===== config.mk =====
export PLATFORM = sky130hd
export DESIGN_NAME = bp_reg_seq
export DESIGN_NICKNAME = d
export VERILOG_FILES = /design/src/rtl/bp_reg_seq_pkg.sv /design/src/rtl/bp_reg_seq_slot_cnt.sv /design/src/rtl/bp_reg_seq.sv
export SDC_FILE = /design/constraint.sdc
export NUM_CORES = 1
export LEC_CHECK = 0
export ABC_AREA = 1
export CORE_ASPECT_RATIO = 1.2
export CORE_MARGIN = 1
export CORE_UTILIZATION = 45
export DETAILED_ROUTE_END_ITERATION = 16
export PLACE_DENSITY = 0.75
export SYNTH_ARGS = -nofsm -noshare
export SYNTH_HDL_FRONTEND = slang
export SYNTH_SLANG_ARGS = --single-unit

===== constraint.sdc =====
create_clock -name clk -period 1.8 [get_ports clk]
set_input_delay 0.36 -clock clk [delete_from_list [all_inputs] [get_ports clk]]
set_output_delay 0.36 -clock clk [all_outputs]
set_load 0.02 [all_outputs]

===== src/rtl/bp_reg_seq_pkg.sv =====
// Shared encodings for the layer register sequencer. The state and phase
// codes are also consumed by the top-level training FSM and debug monitors.
package bp_reg_seq_pkg;

   typedef enum logic [2:0] {
      S_IDLE = 3'd0,
      S_FWD  = 3'd1,
      S_BWD  = 3'd2,
      S_UPD  = 3'd3,
      S_DONE = 3'd4
   } state_t;

   localparam logic [1:0] PH_IDLE = 2'd0;
   localparam logic [1:0] PH_FWD  = 2'd1;
   localparam logic [1:0] PH_BWD  = 2'd2;
   localparam logic [1:0] PH_UPD  = 2'd3;

   // DONE reports the idle phase code so monitors see only the three passes.
   function automatic logic [1:0] phase_of(state_t s);
      case (s)
         S_FWD:   return PH_FWD;
         S_BWD:   return PH_BWD;
         S_UPD:   return PH_UPD;
         default: return PH_IDLE;
      endcase
   endfunction

endpackage


===== src/rtl/bp_reg_seq_slot_cnt.sv =====
// Latency wait counter for one neuron slot. Counts 0..LAT and wraps,
// flagging the final (load) cycle of the slot through term.
module bp_slot_cnt #(
   parameter int LAT   = 2,
   parameter int CNT_W = 2
) (
   input  logic clk,
   input  logic rst,
   input  logic clr,
   input  logic en,
   output logic term
);

   logic [CNT_W-1:0] cnt;

   assign term = (cnt == CNT_W'(LAT));

   // Clear dominates; otherwise advance while enabled and wrap at the slot end.
   always_ff @(posedge clk or posedge rst) begin
      if (rst) begin
         cnt <= '0;
      end else if (clr) begin
         cnt <= '0;
      end else if (en) begin
         if (term) begin
            cnt <= '0;
         end else begin
            cnt <= cnt + CNT_W'(1);
         end
      end
   end

endmodule


===== src/rtl/bp_reg_seq.sv =====
// Training-step sequencer for one layer: drives the shared datapath select
// through forward, backward and update passes and strobes the per-neuron
// storage registers. Moore outputs only.
module bp_reg_seq
   import bp_reg_seq_pkg::*;
#(
   parameter int N_NEURON = 4,
   parameter int LAT      = 2,
   parameter int IDX_W    = 2,
   parameter int CNT_W    = 2
) (
   input  logic                clk,
   input  logic                rst,
   input  logic                start,
   input  logic                abort,
   output logic [IDX_W-1:0]    sel,
   output logic [1:0]          phase,
   output logic [N_NEURON-1:0] ld_act,
   output logic [N_NEURON-1:0] ld_err,
   output logic [N_NEURON-1:0] ld_w,
   output logic                busy,
   output logic                done
);

   localparam logic [IDX_W-1:0] IDX_LAST = IDX_W'(N_NEURON - 1);

   state_t              state, state_n;
   logic [IDX_W-1:0]    idx, idx_n;
   logic                slot_end;
   logic                cnt_en;
   logic                cnt_clr;
   logic [N_NEURON-1:0] idx_onehot;

   assign cnt_en     = ((state == S_FWD) || (state == S_BWD)) && !abort;
   assign cnt_clr    = !cnt_en;
   assign idx_onehot = N_NEURON'(1) << idx;

   bp_slot_cnt #(
      .LAT   (LAT),
      .CNT_W (CNT_W)
   ) u_slot_cnt (
      .clk  (clk),
      .rst  (rst),
      .clr  (cnt_clr),
      .en   (cnt_en),
      .term (slot_end)
   );

   // State and neuron index registers.
   always_ff @(posedge clk or posedge rst) begin
      if (rst) begin
         state <= S_IDLE;
         idx   <= '0;
      end else begin
         state <= state_n;
         idx   <= idx_n;
      end
   end

   // Pass sequencing: index walks up in FWD/UPD, down in BWD; abort wins everywhere.
   always_comb begin
      state_n = state;
      idx_n   = idx;
      case (state)
         S_IDLE: begin
            if (start) begin
               state_n = S_FWD;
               idx_n   = '0;
            end
         end
         S_FWD: begin
            if (slot_end) begin
               if (idx == IDX_LAST) begin
                  state_n = S_BWD;
                  idx_n   = IDX_LAST;
               end else begin
                  idx_n = idx + IDX_W'(1);
               end
            end
         end
         S_BWD: begin
            if (slot_end) begin
               if (idx == '0) begin
                  state_n = S_UPD;
                  idx_n   = '0;
               end else begin
                  idx_n = idx - IDX_W'(1);
               end
            end
         end
         S_UPD: begin
            if (idx == IDX_LAST) begin
               state_n = S_DONE;
               idx_n   = '0;
            end else begin
               idx_n = idx + IDX_W'(1);
            end
         end
         S_DONE: begin
            state_n = S_IDLE;
            idx_n   = '0;
         end
         default: begin
            state_n = S_IDLE;
            idx_n   = '0;
         end
      endcase
      if (abort) begin
         state_n = S_IDLE;
         idx_n   = '0;
      end
   end

   // Output decode from registered state, index and slot terminal flag.
   always_comb begin
      sel    = '0;
      ld_act = '0;
      ld_err = '0;
      ld_w   = '0;
      busy   = 1'b0;
      done   = 1'b0;
      phase  = phase_of(state);
      case (state)
         S_FWD: begin
            sel  = idx;
            busy = 1'b1;
            if (slot_end) ld_act = idx_onehot;
         end
         S_BWD: begin
            sel  = idx;
            busy = 1'b1;
            if (slot_end) ld_err = idx_onehot;
         end
         S_UPD: begin
            sel  = idx;
            busy = 1'b1;
            ld_w = idx_onehot;
         end
         S_DONE: begin
            done = 1'b1;
         end
         default: begin
            sel = '0;
         end
      endcase
   end

endmodule


==> impl_summary.md, run 1 <==
GRT
For this run the aggregate overflow at the end of global routing stands at 0. The initial antenna violation count is 0. The pin count of the biggest net entering global routing is 10. The via count of the first global-routing pass was 743. The first global-routing pass estimated 3.24 mm of wire.

Across every metal layer, demand over resource in global routing totals 0.274.

Drt
The count of nets left with antenna violations once routing finished came out at 0. The number of DRC violations after detailed-routing iteration 0 is 12. The DRC violation count after routing is 0. The final route contains 763 vias. The final wirelength is 1.96 mm. Using the TritonRoute via totals, the vias-per-cell ratio works out to 4.89. The first TritonRoute pass finished after 4 iterations. Dividing the detail-routed wire length by the instance count gives roughly 13 µm.

Clock network
TritonCTS built the clock tree. CTS built an H-tree with a depth of 1. Clock tree synthesis inserted a total of 3 buffers. The master cell of the clock root buffer is clkbuf_4.

Counting every sink on the clock net gives 7. No sink is reached through more buffers than the 2 on the longest clock path. The clock latency on the worst-skew pair is 0.25 ns. The clock slew seen by the registers of the worst setup and hold paths is 0.06 ns.

Placed design
The count of buffers added on input and output ports is 21. The wire-length estimate of the detail-placed layout is 1.62 mm. Routability-driven placement finished with a final weighted congestion of 0.849.

The number of cells after detailed placement is 150.

Floorplan
22 I/O pins were placed. The region available for standard cell placement spans 0.00145 mm². The die is 38.2 µm wide.

The die extent in y is 45.5 µm. The number of standard-cell rows in the floorplan is 15. The initial standard-cell utilization of the core is 0.491. The area of the die is 0.00174 mm².

Critical path
The arrival time at the worst endpoint is approximately 1.4 ns. The slowest stage of the critical path belongs to the cell dfrtp_2. The critical path is of the register to output port type. The cell class contributing the biggest share of worst-path delay is flip-flops.

Of all nets on the critical path, the largest fanout is 5. The critical path buffer and inverter count is 2. The largest incremental delay on the critical path is 0.44 ns.

Traced cell by cell, the critical path runs through ha_1 > inv_1 > nor2_1 > clkdlybuf4s15_2. The category of the worst setup path capture point is an output port. STA puts the critical path data required time at between 1 and 1.5 ns. STA classifies the critical path startpoint as a register.

Cells and area
In the final layout, the share of cells above drive strength 1 is 0.424. The repair_antennas step left the layout with diodes totalling 0. Leaving out fill and tap cells, the most frequent cells in the layout are buf_4, nand2_1, inv_1, nor2_1, buf_2. The most common library cell in the layout ignoring fill and taps is buf_4. At the end of the flow the core is filled with cells to 0.741. Relative to the synthesized area, the layout overhead comes to 51.0%. After the flow finishes, the layout carries non-filler instances totaling 156. The net count of the finished layout is 152.

Run
Max-cap violations in this run came to 0.

Power and ir drop
The share of total power dissipated in the clock network is 0.152. Of the total power, the share spent switching nets is 0.447. The net switching power is 434 µW. The share of total power dissipated in combinational logic is 0.612.

Cell internal power was estimated by the tool at approximately 540 µW. The share of total power in sequential cells is 0.235. The static leakage is 0.000588 µW. The worst IR drop on VDD is 0.000609 V. Power spread over the standard cell area amounts to between 900 and 1000 mW/mm².

Synth
The library cell with the largest summed area after synthesis is dfrtp_1. The count of distinct cell types in the synthesized netlist is 19. The number of nets produced by synthesis is 107.

The combined area of all synthesized cells is 709 µm². After technology mapping, the gate count stands at 95. Ranked by total cell area, the synthesized netlist is headed by dfrtp_1, ha_1, nand2_1.

The proportion of synthesized chip area in sequential cells is 0.247. The Yosys step of the flow raised 0 warnings. The mean post-synth cell area is 7.47 µm².

The count of state elements after synthesis is 7. The top cell type's share of synthesized area is 0.247.

STA
The final-report hold violation count is 0. Setup repair after global routing could not meet its margin everywhere. The final clock period utilization by the worst path is 0.970. At the pin with the least slew margin, the transition time is 0.294 ns.

The hold slack is 0.348 ns. The upper clock frequency limit is ~0.57 GHz. The worst path in the final design needs a cycle of 1.75 ns, including I/O delays and setup. The final max-slew violation count was 0. Headroom to the max-slew limit came out at 0.804. Across the routed clock network, the largest skew measured is 0.000883 ns. The final count of negative-setup-slack endpoints is 0.

Hold path
The class of the tightest hold or removal check is primary input to async pin.

Run status
The flow ran to the end, and the final reports show no timing, DRC or antenna violations.
==> worst register-to-register path: cells and delay by family (launching register included) <==
kind / cells / cell delay [ns]
AND/OR/NAND/NOR: 6 / 0.51
flip-flops: 1 / 0.44
buffers and inverters: 3 / 0.31
adder cells (fa/ha/maj): 1 / 0.16
==> state kept, by name, summed over array words and instances, names as in the netlist <==
signal          cells
u_slot_cnt.cnt      2
state               3
idx                 2
==> per-stage QoR <==
stage / total power (µW) / setup slack (ns) / instance area, µm² / TNS [ns]
after global routing: 1040 / -0.00274 / 1070 / -0.00274
after floorplan: 567 / 0.153 / 709 / 0
after detailed placement: 815 / -0.177 / 1060 / -1.69
final: 972 / 0.0548 / 1070 / 0
after global placement: 789 / -0.0999 / 1060 / -0.932
after CTS: 952 / 0.000588 / 1050 / 0
==> metal layers <==
metal | track usage | wire length (µm)
met3 | 0.0441 | 49
met4 | 0.129 | 36
met2 | 0.471 | 1080
met1 | 0.325 | 795
met5 | 0 | 0
==> path summary, 6_finish.rpt <==
kind / from / to / slack [ns] / cells after the start
worst max-delay path: idx[1]$_DFFE_PP0P_ / ld_w[3] / 0.05 / 4
worst min-delay path: rst / idx[0]$_DFFE_PP0P_ / 0.35 / 2
worst max register to register: idx[1]$_DFFE_PP0P_ / state[0]$_DFFE_PP0P_ / 0.28 / 10
worst min register to register: u_slot_cnt.cnt[0]$_DFF_PP0_ / u_slot_cnt.cnt[0]$_DFF_PP0_ / 0.44 / 1
max in group asynchronous: rst / idx[1]$_DFFE_PP0P_ / 1.21 / 2
min in group clk: u_slot_cnt.cnt[0]$_DFF_PP0_ / u_slot_cnt.cnt[0]$_DFF_PP0_ / 0.44 / 1
==> area by class of cell <==
class | count | area (µm²)
Multi-Input combinational cell | 70 | 469
Tap cell | 17 | 21.3
Clock buffer | 4 | 26.3
Inverter | 16 | 60.1
Fill cell | 116 | 374
Sequential cell | 7 | 179
Timing Repair Buffer | 42 | 315
==> synth_stat cells <==
master     n
inv_1     15
nand2_2    2
nand3_1    4
nand3_4    2
nand2_4    3
clkbuf_8   1
nor3_2     1
nand4_1    2
nor2_1    15
o21ai_2    2
nand3_2    1
nand2_1   16
buf_6      1
o21bai_1   2
dfrtp_1    7
ha_1       8
inv_2      1
nor3_1    11
nor2_4     1
==> power groups by stage <==
stage	Combinational, µW	Clock (µW)	Sequential, µW
detailed placement	583	0	231
global placement	560	0	229
CTS	569	151	232
global route	650	164	230
floorplan	355	0	212
finish	595	148	229
==> repair_timing <==
action	in CTS	in global routing
hold buffers	0	0
setup buffers	0	2
cloned	0	0
gates resized for setup	61	15
endpoints found under the setup margin	18	15
==> logic make-up after synthesis <==
group / after synthesis / share of synthesized area
DFF: 7 / 0.247
adders and majority gates: 8 / 0.141
AOI/OAI and AO/OA: 4 / 0.0459
buffers and inverters: 18 / 0.120
and+or+nand+nor: 58 / 0.446
Note: power is estimated with default switching activity, not from simulation.
==> run 2, diff against run 1 <==
==> constraint.sdc (replaced) <==
create_clock -name clk -period 1.8 [get_ports clk]
set_input_delay 0.27 -clock clk [delete_from_list [all_inputs] [get_ports clk]]
set_output_delay 0.27 -clock clk [all_outputs]
set_load 0.02 [all_outputs]
==> run 2 against run 1 <==
Clock skew grew 0.0030 ns. Non-clock buffer count shrank 8. Clock-buffer cell count is the same. First-iteration DRC count grew 17%. Global-route usage shrank 3.6 points. Sequential cell count is the same. Die area is the same. Core utilization shrank 6.2 points. Cell count shrank 5.1%. Largest cell class unchanged.
==> impl_summary.md, run 2 (synthesis results as in run 1) <==
Clock network
After clock tree synthesis, the clock-pin slew on the worst setup and hold paths is 0.05 ns. In this run the number of H-tree levels came out at 1. TritonCTS built the clock tree.

The master cell of the clock root buffer is clkbuf_4. Gates resized during post-CTS repair numbered 32. In this run the deepest clock path goes through 2 buffers. The number of buffers created by CTS is 3.

The later pin in the worst-skew pair is clocked with a latency of approximately 0.26 ns. Hold repair after CTS inserted 0 buffers. The number of sinks handled by clock tree synthesis is 7.

The total setup buffers inserted after CTS is 0.

Critical path
The critical path goes through buf_4 > nor3_1 > dlygate4sd2_1. Counting both buffers and inverters, the worst setup path holds a total of 2. For the worst setup path, the data required time is approximately 1.5 ns. The category of the worst setup path capture point is an output port.

The cell with the largest stage delay on the worst path is dfrtp_2. The largest single stage delay on the critical path is ~0.47 ns. For flop-to-flop paths, the worst setup slack is 0.33 ns. The startpoint class of the critical path is a register. The endpoint identified for the worst register-to-register timing path is state[0]$_DFFE_PP0P_. In this run the worst path has a maximum fanout of 6. Counting cells, the worst reg-to-reg path comes to 10.

The launch point of the worst reg-to-reg path is idx[1]$_DFFE_PP0P_. On the critical path the largest part of the delay comes from buffers and inverters. For the worst setup path, the data arrival time is 1.47 ns. The setup path with the least slack is of type register to output port.

GRT
The via count of the first global-routing pass is 680. The first global-routing pass estimated 2.85 mm of wire. The all-layer global routing usage is 0.238. The global-route congestion overflow total is 0.

The initial antenna violation count is 0. Entering global routing, the biggest net connects 11 pins.

Drt
Once detail routing completed, the nets flagged for antenna violations numbered 0. For this run, design rule violations remaining after detail routing come to 0. The final layout contains routed wiring with a total length of 1.84 mm.

The via count of the routed design is ~740. The first-pass iteration count of the detailed router is 4. The first routing iteration left 14 violations. Dividing the detail-routed via count by the number of cells gives approximately 5.0. After detailed routing, the average wire length per cell comes to 12.4 µm.

Placed design
The number of cells after detailed placement is 144. Port buffering added 21 buffers. In this run the cell area measured after placement is 0.00101 mm². The HPWL after detailed placement is between 1 and 1.5 mm. At the end of routability-driven placement, the weighted congestion stood at 0.762.

STA
The hold slack is 0.228 ns. Headroom to the max-slew limit came out at 0.813. The final-report hold violation count was 0. The final count of negative-setup-slack endpoints is 0. The shortest period the worst path allows is 1.74 ns.

Based on the critical path, the design can be clocked at up to ~0.57 GHz. The worst-case clock skew is 0.00387 ns. The final max-slew violation count was 0.

Setup repair after global routing left no endpoint under its margin. The final clock period utilization by the worst path is 0.968. For the pin with the worst max-slew slack, the measured transition is 0.280 ns.

Power and ir drop
For this design the static power due to leakage is 0.000556 µW. The worst IR drop on VDD is between 0.0005 and 0.0006 V. The power per cell area is roughly 930 mW/mm².

Cells and area
The most common library cell in the layout ignoring fill and taps is nand2_1. The fraction of final layout cells with drive strength greater than 1 is 0.328. Counting flops per register, the top entry is state.

The filler cell count in the final layout is 136. The number of antenna repair diodes is 0. The net count of the finished layout is 144.

The area growth from synthesis to layout is 38.3%. The cell area after layout is 981 µm². Excluding fillers, the count of instances in the completed layout stands at between 100 and 150. The register with the most flip-flops in the layout has 3 of them.

Leaving out fill and tap cells, the most frequent cells in the layout are nand2_1, nor2_1, inv_1. The largest registers in the layout are state: 3 flops, idx: 2 flops, u_slot_cnt.cnt: 2 flops.

Floorplan
The area of the core region is about 0.0014 mm². For this configuration, the core starts out at a cell density of 0.491. The floorplan step defined a die boundary enclosing 0.00174 mm². The count of boundary I/O pins is 22.

Measured along the x axis, the die boundary spans 38.2 µm. The die extent in y is between 40 and 50 µm. The number of standard-cell rows in the floorplan is 15.

Run status
The flow ran to the end, and the final reports show no timing, DRC or antenna violations.

Hold path
The min-delay analysis places its worst path in the category primary input to async pin.

Run
The max-cap check violation count is 0.
[run 2: cell count changes in the layout (fill, tap and decap cells not counted), moves of 2 or more]
cell             before  now
dlygate4sd2_1         3    6
clkdlybuf4s15_1       3    1
inv_1                13   15
buf_2                 9    4
nor2_1               13   15
clkbuf_2              0    7
inv_2                 3    1
nor3_1                8   11
nor3_2                4    1
buf_4                23   13
nor2_2                2    0
[run 2: power by group]
part	internal [µW]	switching [µW]	total (µW)	leakage (µW)
clock network	85.0	65.1	150	0.0000150
logic	224	305	528	0.000450
registers	189	47.3	236	0.0000907
[run 2: how the worst max path moves through the flow]
stage	from	endpoint	depth (start not counted)
final	state[0]$_DFFE_PP0P_	done	3
after global routing	state[0]$_DFFE_PP0P_	sel[1]	5
after CTS	idx[1]$_DFFE_PP0P_	ld_err[0]	5
after detailed placement	idx[1]$_DFFE_PP0P_	ld_err[0]	5
after global placement	idx[1]$_DFFE_PP0P_	ld_err[0]	5
after floorplan	idx[0]$_DFFE_PP0P_	ld_act[0]	4
[run 2: final cells by class]
class / count / area, µm² / share of cell area
Multi-Input combinational cell: 70 / 449 / 0.458
Clock buffer: 4 / 26.3 / 0.0268
Inverter: 16 / 60.1 / 0.0612
Sequential cell: 7 / 179 / 0.182
Timing Repair Buffer: 34 / 245 / 0.250
Tap cell: 17 / 21.3 / 0.0217
[run 2: metal layers]
| layer | up-vias | share of wire | wire length (µm) | global-route usage |
|---|---|---|---|---|
| met5 | - | 0 | 0 | 0 |
| met4 | 0 | 0.021 | 39 | 0.0857 |
| met3 | 5 | 0.028 | 52 | 0.0588 |
| met2 | 11 | 0.54 | 995 | 0.410 |
| met1 | 351 | 0.41 | 753 | 0.280 |
| li1 | 371 | - | - | - |
[run 2: worst register-to-register path: stages, from the launching register on]
cell     delay, ns
dfrtp_2       0.43
inv_1         0.12
ha_1          0.16
inv_1         0.07
buf_4         0.13
nand3_1       0.07
nand2_1       0.05
nand2_1       0.11
nand3_2       0.11
nand2_1       0.07
nand2_1       0.05
[run 2: through the flow]
| step | utilization | setup slack, ns | TNS, ns | power, µW |
|---|---|---|---|---|
| 3_3_place_gp | 0.701 | -0.0525 | -0.127 | 760 |
| 2_1_floorplan | - | 0.243 | 0 | 567 |
| 4_1_cts | 0.713 | 0.000902 | 0 | 913 |
| 5_1_grt | 0.679 | 0.00176 | 0 | 975 |
| 3_5_place_dp | 0.701 | -0.0705 | -0.268 | 778 |
| 6_report | 0.679 | 0.0579 | 0 | 914 |
